`config.mk`:
```
export PLATFORM = sky130hd
export DESIGN_NAME = serial_addsub
export DESIGN_NICKNAME = d
export VERILOG_FILES = /design/src/rtl/serial_addsub.sv
export SDC_FILE = /design/constraint.sdc
export NUM_CORES = 1
export LEC_CHECK = 0
export BUFFER_PORTS_ARGS = -buffer_cell sky130_fd_sc_hd__buf_2
export CAP_MARGIN = 40
export CORE_ASPECT_RATIO = 1.4
export CORE_MARGIN = 2
export CORE_UTILIZATION = 51
export DETAILED_ROUTE_END_ITERATION = 8
export HOLD_SLACK_MARGIN = 0.06
export PLACE_DENSITY = 0.8
export SLEW_MARGIN = 20
export SYNTH_ARGS = -nofsm -noshare
export SYNTH_HDL_FRONTEND = slang
export SYNTH_SLANG_ARGS = --single-unit
export TNS_END_PERCENT = 20
```
`constraint.sdc`:
```
create_clock -name clk -period 3.3 [get_ports clk]
set_clock_uncertainty 0.15 [all_clocks]
set_input_delay 0.495 -clock clk [delete_from_list [all_inputs] [get_ports clk]]
set_output_delay 0.495 -clock clk [all_outputs]
set_load 0.02 [all_outputs]
```
`src/rtl/serial_addsub.sv`:
```
// Multi-cycle adder/subtractor: one DIGIT-bit ripple slice reused WIDTH/DIGIT times,
// with the inter-digit carry held in a register and flags captured on the last digit.
module serial_addsub #(
    parameter int unsigned WIDTH = 32,
    parameter int unsigned DIGIT = 1
) (
    input  logic             clk,
    input  logic             reset_n,
    input  logic             start,
    input  logic             sub,
    input  logic [WIDTH-1:0] a,
    input  logic [WIDTH-1:0] b,
    output logic             busy,
    output logic             done,
    output logic [WIDTH-1:0] sum,
    output logic             carryout,
    output logic             overflow,
    output logic             zero
);

    localparam int unsigned N  = WIDTH / DIGIT;
    localparam int unsigned CW = (N > 1) ? $clog2(N) : 1;

    generate
        if (WIDTH < 2 || DIGIT < 1 || (WIDTH % DIGIT) != 0) begin : g_bad_params
            $error("serial_addsub: WIDTH must be >= 2 and divisible by DIGIT");
        end
    endgenerate

    typedef enum logic [1:0] {
        IDLE = 2'd0,
        RUN  = 2'd1,
        DONE = 2'd2
    } state_t;

    state_t           state;
    logic [WIDTH-1:0] a_sr;
    logic [WIDTH-1:0] b_sr;
    logic [WIDTH-1:0] res;
    logic             carry;
    logic [CW-1:0]    cnt;

    logic [DIGIT-1:0] slice_sum;
    logic             slice_cout;
    logic             slice_cmsb;
    logic             c;
    logic [WIDTH-1:0] res_next;

    // Ripple through the current digit; slice_cmsb is the carry into the slice's top bit,
    // which on the last digit is the carry into bit WIDTH-1.
    always_comb begin
        slice_sum  = '0;
        c          = carry;
        slice_cmsb = carry;
        for (int j = 0; j < int'(DIGIT); j++) begin
            slice_cmsb   = c;
            slice_sum[j] = a_sr[j] ^ b_sr[j] ^ c;
            c            = (a_sr[j] & b_sr[j]) | (c & (a_sr[j] ^ b_sr[j]));
        end
        slice_cout = c;
        res_next   = res;
        res_next[32'(cnt) * DIGIT +: DIGIT] = slice_sum;
    end

    // Controller and datapath registers; visible results change only when entering DONE.
    always_ff @(posedge clk) begin
        if (!reset_n) begin
            state    <= IDLE;
            a_sr     <= '0;
            b_sr     <= '0;
            res      <= '0;
            carry    <= 1'b0;
            cnt      <= '0;
            busy     <= 1'b0;
            done     <= 1'b0;
            sum      <= '0;
            carryout <= 1'b0;
            overflow <= 1'b0;
            zero     <= 1'b1;
        end else begin
            done <= 1'b0;
            case (state)
                IDLE, DONE: begin
                    if (start) begin
                        a_sr  <= a;
                        b_sr  <= sub ? ~b : b;
                        carry <= sub;
                        cnt   <= '0;
                        busy  <= 1'b1;
                        state <= RUN;
                    end else begin
                        state <= IDLE;
                    end
                end
                RUN: begin
                    a_sr  <= a_sr >> DIGIT;
                    b_sr  <= b_sr >> DIGIT;
                    carry <= slice_cout;
                    res   <= res_next;
                    if (cnt == CW'(N - 1)) begin
                        state    <= DONE;
                        busy     <= 1'b0;
                        done     <= 1'b1;
                        sum      <= res_next;
                        carryout <= slice_cout;
                        overflow <= slice_cout ^ slice_cmsb;
                        zero     <= (res_next == '0);
                    end else begin
                        cnt <= cnt + CW'(1);
                    end
                end
                default: begin
                    state <= IDLE;
                    busy  <= 1'b0;
                end
            endcase
        end
    end

endmodule

```
==> flow_summary.toml <==
[setup_path]
required_ps = 3490
endpoint_kind = "flip-flop"
start_kind = "flip-flop"
critPathMaxFanout = 9
cp.arrival_ps = 3360
crit_type = "flip-flop to flip-flop"

[sta]
fin_crit_ps = 3170
finalCritPeriodShare = 0.962
setup_tns_ps = 0
tightest_slew_ps = 691
fmaxAchievable_ghz = 0.315
hold_viol = 0
slew_headroom = 0.539
maxSlewViolCount = 0
finalSetupViolCount = 0

[cells_and_area]
fillers = 1094
area_growth_pct = 21.3
nets = 934
multiInputGateArea_um2 = 3440
antennaDiodeCount = 0
finalNonFillerCells = 1024
drive_gt1_frac = 0.228
seq_area_um2 = 2820

[drt]
m1WireLength_um = 6770
dr.pass1.iters = 5
met2_length_um = 8580
via_per_inst = 5.78
vias = 5922
route.met3.wl_um = 743
antenna_left = 0
drc_errors = 0
wl_per_cell_um = 16.2
top_layer = "met4"
drt_iter0_drc = 292
detail_route.wirelength_um = 16600

[place]
dp_hpwl_um = 11400
dp_cells = 988
portBuffers = 104
gp_congestion = 0.981

[yosys]
netlist_area_um2 = 6520
yosys_register_bits = 141
yosysSeqAreaShare = 0.433
async_reset_ff_frac = 0
synth_cell_types = 57
synth_nets = 841
synthCells = 768
synth_edf_count = 0
ys_warn_count = 0
syn_avg_cell_area_um2 = 8.49
synth_ff_type = "dfxtp_1"

[global_routing]
grt_overflow = 0
grt_usage = 0.243
first_global_vias = 5593
grt_max_degree = 90
grt_pass1_wl_um = 26800
antenna_found_initial = 0

[power]
internal-power_mw = 3.18
leakage_nw = 2.98
swShare = 0.268
power_frac_clock = 0.442
irDropWorstVdd_uv = 351
combinationalPowerShare = 0.129
p_per_area_nw_per_um2 = 548
seq_power_share = 0.428
p_sw_mw = 1.16

[floorplan]
rows = 48
io-pin-count = 105
die_w_um = 99.6
start_util = 0.524
core_area_um2 = 12400
die_area_um2 = 13700
die_h_um = 138

[clock_network]
cts_buffer_depth = 2
cts-root-buf = "clkbuf_16"
cts_made_buffers = 17
htreeDepth = 4
cts_tree = "built"
path_clk_slew_ps = 60
clkLatencyLatePin_ps = 410
cts.sinks = 141
cts.hold.buffers_added = 0

[hold_path]
hold_class = "input port to flip-flop"

[job]
max-cap-violations = 0

[outcome]
status = "complete, no violations"
## cell usage in the layout (no fill, tap or decap), drive strengths merged, types with 3 or more instances in the layout
cell and count:
a22oi 65, a21oi 83, nor2b 6, nand2b 3, ha 4, o21a 6
or2 3, nand3 11, o211ai 3, mux2i 23, dfxtp 141, buf 141
clkinvlp 4, and2 10, clkbuf 18, nand2 80, nor3b 3, nand4 10
nor2 94, nand3b 4, o22ai 3, nor4b 3, o21ai 15, a211oi 64
nor3 4, and3 4, xor2 34, inv 12
## what timing repair did
action,4_1_cts,5_1_grt
gates cloned,0,0
buffers inserted,0,3
pin swaps,0,1
gates resized for setup,1,6
endpoints found under the setup margin,1,1
## cells in the mapped netlist (2+ instances only)
master	count	area, um^2
o22ai_1	3	18.8
o21ai_0	11	55.1
buf_1	7	26.3
nand3b_1	4	30.0
o211ai_1	2	15.0
and3_1	4	25.0
nand2b_1	3	18.8
nor2_1	93	349
clkbuf_1	52	195
a22oi_1	65	488
nor4b_1	2	17.5
a211oi_1	64	480
a21oi_1	82	410
mux2i_1	22	220
or2_2	2	12.5
and2_1	10	62.6
nor3_1	4	20.0
buf_6	3	33.8
nor3b_1	3	22.5
inv_1	6	22.5
ha_1	4	50.1
dfxtp_1	141	2820
nor2b_1	6	37.5
nand4_1	10	62.6
o21a_1	6	45.0
nand3_1	10	50.1
nand2_1	80	300
buf_4	3	22.5
o21ai_1	4	20.0
xor2_1	34	298
o221ai_1	2	17.5
## registers in the layout, indices dropped and copies added, names as in the netlist
name	cells
done	1
b_sr	32
cnt	5
state	2
carry	1
sum	32
zero	1
a_sr	32
busy	1
res	32
carryout	1
overflow	1
## logic make-up after synthesis
group	count (synthesis)	synth area share
AOI/OAI and AO/OA	247	0.251
and+or+nand+nor	243	0.173
DFF	141	0.433
buffers and inverters	73	0.0476
xor gates and xnor gates	35	0.0470
muxes	24	0.0376
adders and majority gates	5	0.0107
## critical path: stages, from the launching register on
cell and delay (ps):
dfxtp_1 330, inv_1 60, ha_1 200, nand2b_1 90, nor2_1 50, ha_1 300, nor2_1 210, buf_4 150
nand3b_1 210, o221ai_1 310, o211ai_1 210, a2111oi_2 410, nand4_1 220, o211ai_2 180
## power by group through the flow
stage | Sequential [mW] | Combinational [mW] | Clock (mW)
global placement | 1.89 | 0.532 | 0
floorplan | 1.88 | 0.375 | 0
detailed placement | 1.89 | 0.543 | 0
global route | 1.87 | 0.623 | 2.02
finish | 1.86 | 0.561 | 1.92
CTS | 1.86 | 0.545 | 1.95
## cell type report
cell class | count | area share
timing repair buffer | 141 | 0.107
tap | 150 | 0.0237
multi-input combinational | 554 | 0.434
sequential | 141 | 0.357
clock buffer | 18 | 0.0555
clock inverter | 14 | 0.0198
inverter | 6 | 0.00316
## worst paths after layout
check	from	end	slack, ps	cells after the start
setup / recovery	cnt[0]	zero	130	13
hold / removal	a[29]	a_sr[29]	200	3
setup reg to reg	cnt[0]	zero	130	13
hold reg to reg	a_sr[22]	a_sr[22]	310	2
## stage by stage
stage | area (um^2) | power (mW) | util | setup slack (ps) | hold WS, ps
floorplan | 6520 | 2.25 | - | 63.5 | 287
global placement | 7220 | 2.42 | 0.581 | 8.48 | 292
detailed placement | 7240 | 2.44 | 0.582 | 42.0 | 297
CTS | 7840 | 4.35 | 0.630 | 103 | 194
global route | 7910 | 4.51 | 0.636 | -5.29 | 203
finish | 7910 | 4.34 | 0.636 | 126 | 203
## layer usage
layer	GRT usage	vias up
met5	0	-
met1	0.281	2759
li1	-	2965
met2	0.430	163
met3	0.0568	35
met4	0.102	0
(Power assumes the default switching activity.)
